===== src/rtl/wr_chan_sched.sv =====
// wr_chan_sched: AXI write-channel scheduler for two requesters.
// Grants one requester at a time, issues its AW transfer, hands the latched
// line to the write data channel manager and waits for the matching B
// response before acknowledging the requester.
// Optional build macro: WR_CHAN_SCHED_FIXED_PRIO_EN -- when defined,
// requester 0 always wins a tie; otherwise ties are resolved round robin.
module wr_chan_sched #(
  parameter logic [2:0] ID_BASE = 3'b000
) (
  input  logic         clk,
  input  logic         rst_n,
  input  logic [1:0]   wreq,
  input  logic [63:0]  waddr,
  input  logic [255:0] wdata,
  output logic [1:0]   wack,
  output logic [1:0]   werr,
  output logic         awvalid,
  input  logic         awready,
  output logic [31:0]  awaddr,
  output logic [3:0]   awid,
  output logic [7:0]   awlen,
  output logic         next_rq,
  output logic [3:0]   next_id,
  output logic [127:0] next_wdata,
  input  logic         finish_wd,
  input  logic         bvalid,
  output logic         bready,
  input  logic [3:0]   bid,
  input  logic [1:0]   bresp
);

  typedef enum logic [1:0] {
    IDLE  = 2'd0,
    AWOUT = 2'd1,
    WDAT  = 2'd2,
    BWAIT = 2'd3
  } state_t;

  state_t         state;
  logic           last_idx;    // requester granted most recently
  logic [31:0]    addr_q;
  logic [127:0]   data_q;
  logic [3:0]     id_q;        // {ID_BASE, granted index}
  logic           awvalid_q;
  logic           bready_q;
  logic           next_rq_q;
  logic           pick;        // index that wins arbitration this cycle
  logic           b_done;      // B handshake with the matching ID
  logic           unused_bresp;

  // Only the upper response bit distinguishes SLVERR/DECERR from OKAY/EXOKAY.
  assign unused_bresp = bresp[0];

  // Arbitration: a lone request wins; a tie goes to the favoured requester.
  always_comb begin
    pick = 1'b0;
`ifdef WR_CHAN_SCHED_FIXED_PRIO_EN
    pick = wreq[1] & ~wreq[0];
`else
    pick = wreq[1] & (~wreq[0] | ~last_idx);
`endif
  end

  // Response completion and per-requester acknowledge/error decode.
  always_comb begin
    b_done = bready_q & bvalid & (bid == id_q);
    wack   = '0;
    werr   = '0;
    if (b_done) begin
      wack[id_q[0]] = 1'b1;
      werr[id_q[0]] = bresp[1];
    end
  end

  // Transaction FSM with registered channel outputs and latched request.
  always_ff @(posedge clk or negedge rst_n) begin
    if (!rst_n) begin
      state     <= IDLE;
      last_idx  <= 1'b1;
      addr_q    <= '0;
      data_q    <= '0;
      id_q      <= '0;
      awvalid_q <= 1'b0;
      bready_q  <= 1'b0;
      next_rq_q <= 1'b0;
    end else begin
      next_rq_q <= 1'b0;
      unique case (state)
        IDLE: begin
          if (|wreq) begin
            last_idx  <= pick;
            addr_q    <= pick ? waddr[63:32]   : waddr[31:0];
            data_q    <= pick ? wdata[255:128] : wdata[127:0];
            id_q      <= {ID_BASE, pick};
            awvalid_q <= 1'b1;
            state     <= AWOUT;
          end
        end
        AWOUT: begin
          if (awvalid_q && awready) begin
            awvalid_q <= 1'b0;
            next_rq_q <= 1'b1;
            state     <= WDAT;
          end
        end
        WDAT: begin
          if (finish_wd) begin
            bready_q <= 1'b1;
            state    <= BWAIT;
          end
        end
        BWAIT: begin
          if (b_done) begin
            bready_q <= 1'b0;
            state    <= IDLE;
          end
        end
        default: state <= IDLE;
      endcase
    end
  end

  assign awvalid    = awvalid_q;
  assign awaddr     = addr_q;
  assign awid       = id_q;
  assign awlen      = 8'd3;
  assign next_rq    = next_rq_q;
  assign next_id    = id_q;
  assign next_wdata = data_q;
  assign bready     = bready_q;

endmodule


===== config.mk =====
export PLATFORM = sky130hd
export DESIGN_NAME = wr_chan_sched
export DESIGN_NICKNAME = d
export VERILOG_FILES = /design/src/rtl/wr_chan_sched.sv
export SDC_FILE = /design/constraint.sdc
export NUM_CORES = 1
export LEC_CHECK = 0
export CORE_AREA = 2 2 199 201
export CTS_BUF_LIST = sky130_fd_sc_hd__clkbuf_16
export DETAILED_ROUTE_END_ITERATION = 12
export DIE_AREA = 0 0 201 203
export PLACE_DENSITY = 0.62
export SLEW_MARGIN = 10
export SYNTH_ARGS = -nofsm -noshare
export SYNTH_HDL_FRONTEND = slang
export SYNTH_SLANG_ARGS = --single-unit

===== constraint.sdc =====
create_clock -name clk -period 1.66 [get_ports clk]
set_input_delay 0.332 -clock clk [delete_from_list [all_inputs] [get_ports clk]]
set_output_delay 0.332 -clock clk [all_outputs]
set_load 0.02 [all_outputs]

==> impl_metrics.json, run 1 <==
{
  "status": "complete, but fails checks",
  "violations": "negative setup slack",
  "maxCapViolations": 0,
  "arrival_ns": 1.59,
  "routedWlPerCell_um": 16.5,
  "drive_above_1_share_pct": 10.7,
  "tritoncts": "done",
  "root_buffer": "clkbuf_16",
  "core_area_um2": 38500,
  "grt-ovfl-total": 0,
  "final.period_utilization_pct": 116,
  "dp_hpwl_um": 23400,
  "crit_type": "reg -> out",
  "fin_crit_ns": 1.92,
  "antenna_cells": 0,
  "clock_sinks": 167,
  "power_density_nw_per_um2": 664,
  "end_kind": "output pin",
  "irDropWorstVdd_mv": 0.672,
  "drt-initial-drc-count": 261,
  "post_dp_cell_area_um2": 13900,
  "seq_area_frac_synth_pct": 53.4,
  "worstPathMaxFanout": 2,
  "finalSetupViolations": 6,
  "finalHoldViolations": 0,
  "fill_cells": 3930,
  "die-area_um2": 40800,
  "clock_latency_ns": 0.44,
  "rows": 72,
  "io_buffers": 500,
  "clockBufferDepth": 2,
  "viasPerCell": 4.08,
  "die_width_um": 201,
  "setup_slack_ns": -0.265,
  "cts_buffers": 17,
  "final_common_cell": "clkdlybuf4s50_1",
  "ys_seq_elements": 167,
  "p_comb_share_pct": 14.8,
  "synthArstFlopShare_pct": 100,
  "synthDistinctLibCells": 31,
  "power_frac_clock_pct": 43.6,
  "antenna_found_initial": 0,
  "cts_htree_levels": 4,
  "rsz0062_at_grt": "true",
  "avgSynthCellArea_um2": 10.4,
  "syn_to_final_growth_pct": 88.0,
  "io_pins": 516,
  "finClkSkew_ns": 0.00991,
  "synthCells": 753,
  "drt-total-wl_um": 30300,
  "vias": 7501,
  "hold_class": "in -> async",
  "p_sw_mw": 2.24,
  "finalNetCount": 1644,
  "final_max_slew_viol_count": 0,
  "critPathLaunchType": "register",
  "fp.dieH_um": 203,
  "synth_edf_count": 0,
  "grt_pass1_wl_um": 44800,
  "ant_nets": 0,
  "fmax_mhz": 520,
  "netlist_area_um2": 7830,
  "grtUsageTotal_pct": 14.3,
  "yosysWarningCount": 0,
  "required_ns": 1.33,
  "initial_core_util_pct": 20.3,
  "drc": 0,
  "synthFlopType": "dfrtp_1",
  "grt_max_degree": 69,
  "seqPwrFrac_pct": 41.6,
  "stdcell_area_um2": 14700,
  "holdWs_ns": 0.404,
  "swShare_pct": 22.9,
  "gp_congestion": 0.819,
  "grt_pass1_vias": 7748,
  "finalNonFillerCells": 1838,
  "leakage_nw": 7.44,
  "p_int_mw": 7.53,
  "final_cell_mix": "clkdlybuf4s50_1, dfrtp_1, nand2_1, dlygate4sd2_1, mux2i_1",
  "dp_cells": 1782,
  "drt-pass1-iter-count": 6,
  "clk_pin_slew_ns": 0.07
}
-- worst max-delay path, cell delays in order, from the launching register on --
cell      delay (ns)
dfrtp_2         0.37
nand3b_1        0.11
nor3_2          0.17
nor3b_4         0.24
and2_4          0.17
buf_6           0.11
-- final cells by class --
type	instances	area, um2	area share [%]
timing repair buffer	591	5900	40.1
sequential	167	4180	28.4
multi-input combinational	528	3360	22.9
tap	518	648	4.40
clock buffer	17	425	2.89
clock inverter	15	188	1.28
inverter	2	7.51	0.0510
-- path summary, 6_finish.rpt --
| check | start | to | slack [ns] | depth (start not counted) |
|---|---|---|---|---|
| max reg2reg | awid[0] | state[1] | -0.16 | 5 |
| min in group clk | next_wdata[25] | next_wdata[25] | 0.47 | 2 |
| min reg2reg | next_wdata[25] | next_wdata[25] | 0.47 | 2 |
| max in group asynchronous | rst_n | next_wdata[124] | 0.80 | 4 |
| max | bready | werr[0] | -0.26 | 5 |
| min | rst_n | next_wdata[19] | 0.40 | 3 |
-- through the flow --
stage | total power [mW] | worst slack, ns | util, % | setup TNS [ns]
2_1_floorplan | 4.54 | -0.0183 | - | -0.0183
4_1_cts | 9.93 | -0.339 | 37.7 | -1.44
3_3_place_gp | 5.59 | -0.719 | 36.1 | -52.40
3_5_place_dp | 5.60 | -0.767 | 36.1 | -53.75
6_report | 9.77 | -0.265 | 38.3 | -1.16
5_1_grt | 10.2 | -0.353 | 38.3 | -1.68
-- cells by family after synthesis --
| kind of cell | share of synthesized area, % |
|---|---|
| flip-flops | 53.4 |
| buffers and inverters | 4.96 |
| XOR/XNOR | 0.112 |
| adder cells (fa/ha/maj) | 0.639 |
| AO/OA/AOI/OAI | 11.3 |
| AND/OR/NAND/NOR | 8.71 |
| other | 0.0959 |
| multiplexers | 20.8 |
-- power groups by stage --
stage / logic (mW) / registers (mW) / clock network [mW]
2_1_floorplan: 0.398 / 4.15 / 0
3_3_place_gp: 1.44 / 4.15 / 0
3_5_place_dp: 1.45 / 4.15 / 0
4_1_cts: 1.46 / 4.07 / 4.40
5_1_grt: 1.56 / 4.06 / 4.56
6_report: 1.45 / 4.07 / 4.26
-- routing by layer --
| layer | vias to the layer above | wire (um) | global-route usage (%) |
|---|---|---|---|
| met1 | 3479 | 11900 | 15.7 |
| met3 | 33 | 2360 | 5.25 |
| met2 | 311 | 15400 | 25.4 |
| li1 | 3678 | - | - |
| met5 | - | 0 | 0 |
| met4 | 0 | 663 | 5.21 |
-- flip-flops by register name, indices dropped and copies added (netlist names) --
signal      count
awaddr         32
awid            1
awvalid         1
bready          1
last_idx        1
next_rq         1
next_wdata    128
state           2
-- cell usage after synthesis, types with 2 or more instances --
| library cell | n | area, um2 |
|---|---|---|
| dfrtp_1 | 166 | 4150 |
| nand2_1 | 164 | 616 |
| mux2i_1 | 161 | 1610 |
| o21ai_1 | 89 | 445 |
| o21ai_0 | 74 | 370 |
| buf_4 | 32 | 240 |
| clkbuf_1 | 29 | 109 |
| buf_2 | 4 | 20.0 |
| ha_1 | 4 | 50.1 |
| buf_1 | 3 | 11.3 |
| a21oi_1 | 2 | 10.0 |
| and2_1 | 2 | 12.5 |
| and3_1 | 2 | 12.5 |
| conb_1 | 2 | 7.51 |
| inv_1 | 2 | 7.51 |
| nor2_1 | 2 | 7.51 |
-- timing repair --
item | CTS | global route
pin swaps | 3 | 4
endpoints found under the setup margin | 197 | 113
cloned | 3 | 5
hold buffers | 1 | 0
hold endpoints to repair | 108 | 0
gates resized for setup | 201 | 15
buffers inserted | 10 | 5
(Power assumes the default switching activity.)
==> run 2, diff against run 1 <==
- SKIP_CTS_REPAIR_TIMING: unset -> 1
- TNS_END_PERCENT: unset -> 20
==> run 2 against run 1 <==
Effect of this change:
- the flow still finishes with violations (negative setup slack)
- routed wire length fell by 0.82%
- sequential power barely moved
- via count fell by 0.39%
- cell area rose by 2.8%
- power fell by 0.39%
- first-iteration DRC count fell by 3.4%
- core utilization rose by 1.1 points
- global-route usage fell by 0.40 points
- non-clock buffer count fell by 13
- setup slack got worse by 0.012 ns
- die area did not move
- final cell count fell by 0.71%
- critical path type is now in -> out
- critical endpoint unchanged
==> impl_metrics.json, run 2 (synthesis results as in run 1) <==
{
  "dp_hpwl_um": 23400,
  "grt_max_degree": 69,
  "critPathLaunchType": "input pin",
  "setup_slack_ns": -0.276,
  "ant_nets": 0,
  "drive_above_1_share_pct": 9.26,
  "grt-ovfl-total": 0,
  "end_kind": "output pin",
  "finClkSkew_ns": 0.00847,
  "io_buffers": 500,
  "maxCapViolations": 0,
  "final_cell_mix": "clkdlybuf4s50_1, dlymetal6s2s_1, nand2_1, dfrtp_1, mux2i_1",
  "syn_to_final_growth_pct": 93.3,
  "initial_core_util_pct": 20.3,
  "arrival_ns": 1.60,
  "cts_htree_levels": 4,
  "clk_pin_slew_ns": 0.07,
  "antenna_found_initial": 0,
  "required_ns": 1.33,
  "worstPathMaxFanout": 2,
  "viasPerCell": 4.09,
  "fin_crit_ns": 1.94,
  "irDropWorstVdd_mv": 0.666,
  "drc": 0,
  "final_max_slew_viol_count": 0,
  "die-area_um2": 40800,
  "drt-total-wl_um": 30000,
  "rsz0062_at_grt": "true",
  "crit_type": "in -> out",
  "grtUsageTotal_pct": 13.9,
  "fmax_mhz": 516,
  "status": "complete, but fails checks",
  "rows": 72,
  "drt-initial-drc-count": 252,
  "antenna_cells": 0,
  "final_common_cell": "clkdlybuf4s50_1",
  "hold_class": "in -> reg",
  "tritoncts": "done",
  "core_area_um2": 38500,
  "pre_cts_ws_ns": -0.767,
  "grt_pass1_wl_um": 43700,
  "final.period_utilization_pct": 117,
  "finalHoldViolations": 0,
  "io_pins": 516,
  "clockBufferDepth": 2,
  "die_width_um": 201,
  "vias": 7472,
  "clock_latency_ns": 0.44,
  "leakage_nw": 9.64,
  "grt_pass1_vias": 7646,
  "clock_sinks": 167,
  "final_util_pct": 39.3,
  "fp.dieH_um": 203,
  "holdWs_ns": 0.331,
  "routedWlPerCell_um": 16.4,
  "cts_buffers": 17,
  "finalNetCount": 1631,
  "largest_reg_flops": 128,
  "violations": "negative setup slack",
  "root_buffer": "clkbuf_16",
  "drt-pass1-iter-count": 4,
  "gp_congestion": 0.819,
  "power_density_nw_per_um2": 643,
  "finalSetupViolations": 6,
  "fill_cells": 3829
}
-- run 2: changes by cell type in the layout (fill, tap and decap cells not counted), sizes merged --
cell / change
buf: -14
clkdlybuf4s50: -2
dlygate4sd2: -163
dlymetal6s2s: +167
bufbuf: -1
-- run 2: through the flow --
step                      instances  cell area [um2]  power, mW  setup TNS [ns]
after floorplan                 765             7890       4.54         -0.0183
after CTS                      1814            14500       9.93          -26.14
after global placement         1782            13900       5.59          -52.40
after detailed placement       1782            13900       5.60          -53.75
final                          1825            15100       9.73           -1.09
after global routing           1825            15100       10.2           -3.32
-- run 2: worst paths after layout --
| path | from | end | slack (ns) | cells past startpoint |
|---|---|---|---|---|
| worst max-delay path | bvalid | werr[0] | -0.28 | 6 |
| min in group asynchronous | rst_n | next_wdata[19] | 0.41 | 3 |
| worst min-delay path | wreq[0] | last_idx | 0.33 | 3 |
| worst max register to register | state[1] | state[1] | -0.13 | 6 |
| worst min register to register | next_wdata[25] | next_wdata[25] | 0.47 | 2 |
| max in group asynchronous | rst_n | awaddr[7] | 0.80 | 4 |
-- run 2: layout make-up --
cell class | count | area, um2 | share of cell area, %
Clock buffer | 17 | 425 | 2.81
Clock inverter | 15 | 188 | 1.24
Inverter | 2 | 7.51 | 0.0496
Multi-Input combinational cell | 528 | 3350 | 22.1
Sequential cell | 167 | 4180 | 27.6
Tap cell | 518 | 648 | 4.28
Timing Repair Buffer | 578 | 6330 | 41.8
-- run 2: critical path, stage by stage --
cell and delay (ns):
clkdlybuf4s50_1 0.49, nand3b_1 0.12, nor3_2 0.16, nor3b_4 0.23
and2_1 0.16, buf_6 0.12
-- run 2: metal layers --
| layer | global-route usage (%) | wire [um] | vias up |
|---|---|---|---|
| met4 | 5.77 | 709 | 0 |
| met3 | 4.86 | 2300 | 38 |
| met2 | 24.8 | 15600 | 320 |
| met1 | 15.0 | 11400 | 3467 |
| met5 | 0 | 0 | - |
| li1 | - | - | 3647 |
-- run 2: where the power goes --
part           switching [mW]  total [mW]  internal (mW)
Clock                    1.73        4.23           2.50
Combinational           0.484        1.43          0.950
Sequential                  0        4.07           4.07
Total                    2.21        9.73           7.52
==> run 3, diff against run 2 <==
- CORE_AREA: 2 2 199 201 -> 2 2 203 205
- DIE_AREA: 0 0 201 203 -> 0 0 205 207
- DONT_BUFFER_PORTS: unset -> 1
- PLACE_DENSITY: 0.62 -> 0.42
- clock period: 1.66 -> 2 ns (I/O delays scaled with it)
==> run 3 against run 2 <==
Effect of this change:
- the run ends with negative hold slack left
- critical path depth is 2 lower
- cell area is 40% lower
- power is 26% lower
- non-clock buffer count is 554 lower
- via count is 31% lower
- setup slack better by 0.38 ns
- clock power is 19% lower
- die area is 4.0% higher
- sequential share of layout area is 18 points higher
- clock skew is 0.0016 ns higher
- combinational power is 74% lower
- final cell count is 30% lower
- largest cell class is now registers
==> impl_metrics.json, run 3 (synthesis results as in run 1) <==
{
  "grt_pass1_vias": 5120,
  "violations": "negative hold slack",
  "drt-pass1-iter-count": 9,
  "io_buffers": 0,
  "die-area_um2": 42400,
  "die_width_um": 205,
  "hold_class": "in -> async",
  "clock_latency_ns": 0.45,
  "relSlewSlack_pct": 58.1,
  "crit_slowest_cell": "dfrtp_1",
  "regToRegStartpoint": "state[0]",
  "final_common_cell": "dfrtp_1",
  "holdWs_ns": -0.354,
  "drt-total-wl_um": 21700,
  "initial_core_util_pct": 19.4,
  "path_cells": "nand3b_1 > nor3_2 > nor3b_2 > and2_4",
  "root_buffer": "clkbuf_16",
  "dp_hpwl_um": 16800,
  "finClkSkew_ns": 0.0100,
  "max_stage_delay_ns": 0.38,
  "stdcell_area_um2": 9090,
  "maxCapViolations": 0,
  "core_area_um2": 40400,
  "largest_reg_flops": 128,
  "cts_buffers": 17,
  "final.period_utilization_pct": 94.7,
  "rsz0062_at_grt": "true",
  "cp_num_buf_inv": 0,
  "p_comb_share_pct": 5.2,
  "rows": 74,
  "vias": 5174,
  "ant_nets": 0,
  "finalHoldViolations": 167,
  "tns_ns": 0,
  "grt_pass1_wl_um": 31700,
  "gp_congestion": 0.759,
  "crit_type": "reg -> out",
  "grt-ovfl-total": 0,
  "fmax_mhz": 528,
  "worstPathMaxFanout": 2,
  "final_max_slew_viol_count": 0,
  "clockBufferDepth": 2,
  "startpoint": "bready",
  "drt-initial-drc-count": 243,
  "final_cell_mix": "dfrtp_1, nand2_1, mux2i_1",
  "seqPwrFrac_pct": 47.2,
  "io_pins": 516,
  "clock_sinks": 167,
  "syn_to_final_growth_pct": 16.1,
  "path_delay_family": "simple AND/OR/NAND/NOR gates",
  "routedWlPerCell_um": 16.9,
  "end_kind": "output pin",
  "power_frac_clock_pct": 47.6,
  "finalSetupViolations": 0,
  "post_dp_cell_area_um2": 8470,
  "power_density_nw_per_um2": 787,
  "cts_htree_levels": 4,
  "grtUsageTotal_pct": 10.0,
  "clk_pin_slew_ns": 0.07,
  "antenna_found_initial": 0,
  "critPathLaunchType": "register",
  "grt_max_degree": 168,
  "antenna_cells": 0,
  "leakage_nw": 4.28,
  "fp.dieH_um": 207,
  "fin_crit_ns": 1.89,
  "viasPerCell": 4.03,
  "worst_pin_slew_ns": 0.628,
  "drc": 0,
  "arrival_ns": 1.49,
  "drive_above_1_share_pct": 8.23,
  "p_sw_mw": 1.64,
  "irDropWorstVdd_mv": 0.519,
  "swShare_pct": 23.0,
  "finalNetCount": 1077,
  "report.power.total_mw": 7.16,
  "p_int_mw": 5.51,
  "tritoncts": "done",
  "status": "complete, but fails checks",
  "required_ns": 1.60
}
-- run 3: cell count changes in the layout (fill, tap and decap cells not counted), moves of 6 or more --
cell	previous run	this run
clkdlybuf4s50_1	328	0
dlymetal6s2s_1	167	0
buf_4	51	14
buf_6	9	0
clkbuf_16	23	17
-- run 3: path summary, 6_finish.rpt --
path	to	slack [ns]	depth (start not counted)
setup reg to reg	state[1]	0.23	5
setup / recovery	werr[0]	0.11	4
max in group asynchronous	next_wdata[81]	2.10	0
hold reg to reg	last_idx	0.54	2
min in group clk	last_idx	0.11	2
hold / removal	bready	-0.35	0
-- run 3: metrics by stage --
| step | util (%) | cells | setup WS (ns) |
|---|---|---|---|
| finish | 22.5 | 1285 | 0.105 |
| global route | 22.5 | 1285 | -0.0295 |
| CTS | 22.5 | 1284 | -0.0303 |
| detailed placement | 21.0 | 1252 | 0.184 |
| global placement | 21.0 | 1252 | 0.227 |
| floorplan | - | 765 | 0.210 |
-- run 3: worst register-to-register path: cells and delay by family (launching register included) --
kind	cells	cell delay, ns
mux	1	0.29
flops	1	0.39
fa+ha+maj	1	0.32
buf+inv	1	0.09
compound gates	2	0.57
-- run 3: power groups by stage --
| stage | sequential (mW) | clock, mW | combinational, mW |
|---|---|---|---|
| floorplan | 3.44 | 0 | 0.330 |
| CTS | 3.38 | 3.57 | 0.380 |
| global route | 3.37 | 3.71 | 0.407 |
| finish | 3.38 | 3.41 | 0.371 |
| global placement | 3.44 | 0 | 0.376 |
| detailed placement | 3.44 | 0 | 0.381 |
-- run 3: routing by layer --
metal  part of all wire [%]  wire length (um)  track usage [%]  vias up
li1                       -                 -                -     2524
met1                     39              8440             11.4     2373
met2                     51             11200             17.4      254
met3                    8.0              1740             3.34       23
met4                    1.6               342             3.77        0
met5                      0                 0                0        -
-- run 3: area by class of cell --
class                           count  area [um2]
Clock buffer                       17         425
Clock inverter                     15         175
Fill cell                        4426       31300
Inverter                            2        7.51
Multi-Input combinational cell    528        3340
Sequential cell                   167        4180
Tap cell                          532         666
Timing Repair Buffer               24         295
==> RTL edit: new RTL, config.mk and constraints of run 2 <==
The option `WR_CHAN_SCHED_FIXED_PRIO_EN` is turned on by a define.
--- a/src/rtl/wr_chan_sched.sv
+++ b/src/rtl/wr_chan_sched.sv
@@ -4,6 +4,8 @@
 // response before acknowledging the requester.
 // Optional build macro: WR_CHAN_SCHED_FIXED_PRIO_EN -- when defined,
 // requester 0 always wins a tie; otherwise ties are resolved round robin.
+`define WR_CHAN_SCHED_FIXED_PRIO_EN
+
 module wr_chan_sched #(
   parameter logic [2:0] ID_BASE = 3'b000
 ) (
Behaviour: no difference found for any inputs over 4 cycles, from zero or initial values and one cycle with rst_n low; that may be too few to reach the edited logic, so the function may still have changed.
==> RTL edit against run 2 <==
The flow still finishes with violations (setup timing); synthesized area is 0.67% lower; worst setup slack worse by 0.13 ns; die area stayed put; routed wire length is 2.2% lower; via count is 1.4% lower; register-to-register slack better by 0.02 ns; sequential cell count is 1 lower; design area is 1.9% lower; critical path type unchanged.
Power is not compared: it rests on default switching activity, and its combinational part moved more than twofold at a synthesized area within 25%.
==> RTL edit: results (changes against run 2) <==
[timing]
layout_setup_ws_ns=-0.410  ; was -0.276 ns
skew_ns=0.0153  ; was 0.00847 ns
finalSetupViolCount=5  ; was 6

[clocking]
clk_pin_slew_ns=0.06
root_buffer=clkbuf_16  ; unchanged

[setup_path]
worst-path-max-fanout=3  ; was 2
worstPathArrival_ns=1.74  ; was 1.60 ns
reg2reg_depth=4  ; was 6

[layout]
final_cells=1820  ; was 1,825
drive_gt1_frac=0.0922  ; was 0.0926
largest_reg_flops=128  ; unchanged
nets=1627  ; was 1,631

[global_route]
antenna_found_initial=2  ; was 0
grt_usage=0.141  ; was 0.139
grt_pass1_vias=7796  ; was 7,646
grt_pass1_wl_mm=44.2  ; was 43.7 mm
grt_max_degree=57  ; was 69

[drt]
drtPass1Iterations=6  ; was 4
routedWlPerCell_um=16.1  ; was 16.4 µm
drt-initial-drc-count=187  ; was 252
num_vias=7370  ; was 7,472

[pwr]
irDropWorstVdd_mv=0.677

[place]
dpl.hpwl_mm=23.7  ; was 23.4 mm
gp_congestion=0.847  ; was 0.819

[logic_synthesis]
seq_area_frac_synth=0.534  ; about the same
synthCells=750  ; was 753
ys_top_cells_by_area=dfrtp_1 (53%), mux2i_1 (21%), o21ai_0 (10%)  ; was dfrtp_1 (53%), mux2i_1 (21%), nand2_1 (7.9%)
yosysUniqueCellTypes=28  ; was 31
synthTopCellsByCount=dfrtp_1 (166), nand2_1 (162), mux2i_1 (161), o21ai_0 (161), buf_4 (25)  ; was dfrtp_1 (166), nand2_1 (164), mux2i_1 (161)

[outcome]
violations=setup timing  ; unchanged
outcome=finished with violations  ; unchanged

RTL edit: cell types whose count changed after synthesis, moves of 2 or more:
cell,run 2,this run
o21ai_0,74,161
clkbuf_1,29,22
buf_2,4,19
buf_4,32,25
a21oi_1,2,4
o21ai_1,89,1
nand2_1,164,162
RTL edit: final cells by class:
| class | count | area [µm²] |
|---|---|---|
| antenna | 1 | 2.50 |
| clock buffer | 17 | 425 |
| clock inverter | 13 | 95.1 |
| fill | 3884 | 23600 |
| inverter | 2 | 7.51 |
| multi-input combinational | 526 | 3340 |
| sequential | 166 | 4160 |
| tap | 518 | 648 |
| timing repair buffer | 577 | 6170 |
RTL edit: metrics by stage:
| step | setup slack [ns] | area [µm²] | total power [W] | hold WS [ns] |
|---|---|---|---|---|
| 6_report | -0.410 | 14800 | 0.0218 | 0.337 |
| 5_1_grt | -0.488 | 14800 | 0.0233 | 0.341 |
| 4_1_cts | -0.915 | 14400 | 0.0224 | -0.259 |
| 3_5_place_dp | -0.887 | 13800 | 0.0186 | 0.231 |
| 3_3_place_gp | -0.872 | 13800 | 0.0185 | 0.233 |
| 2_1_floorplan | -0.0812 | 7850 | 0.0122 | 0.0364 |
RTL edit: kinds of logic after synthesis:
| logic type | synth area share |
|---|---|
| xor gates and xnor gates | 0.00113 |
| adders and majority gates | 0.00644 |
| DFF | 0.534 |
| AOI/OAI and AO/OA | 0.111 |
| buffers and inverters | 0.0489 |
| and+or+nand+nor | 0.0880 |
| muxes | 0.209 |
| other | 0.000966 |
RTL edit: layer usage:
metal | vias up | global-route usage | share of wire
met5 | - | 0 | 0
li1 | 3623 | - | -
met4 | 0 | 0.0415 | 0.015
met2 | 326 | 0.248 | 0.51
met1 | 3394 | 0.156 | 0.39
met3 | 27 | 0.0560 | 0.086
RTL edit: worst paths after layout:
check / startpoint / end / slack (ns)
max: bid[1] / werr[0] / -0.41
min: rst_n / awaddr[5]$_DFFE_PN0P_ / 0.34
max reg2reg: awid[0]$_DFFE_PN0P_ / state[1]$_DFFE_PN0P_ / -0.11
min reg2reg: next_wdata[14]$_DFFE_PN0P_ / next_wdata[14]$_DFFE_PN0P_ / 0.47
max in group asynchronous: rst_n / next_wdata[44]$_DFFE_PN0P_ / 0.69
min in group clk: next_wdata[14]$_DFFE_PN0P_ / next_wdata[14]$_DFFE_PN0P_ / 0.47
RTL edit: worst max-delay path, stage by stage:
cell and delay, ns:
clkdlybuf4s50_1 0.40, nand3b_1 0.17, or3_4 0.38, nor3_4 0.19, and2_4 0.16, buf_6 0.10
RTL edit: power by group:
group	internal (W)	total, W	switching, W
logic	0.00525	0.0112	0.00594
registers	0.00598	0.00695	0.000972
clock network	0.00201	0.00364	0.00163
total	0.0132	0.0218	0.00854
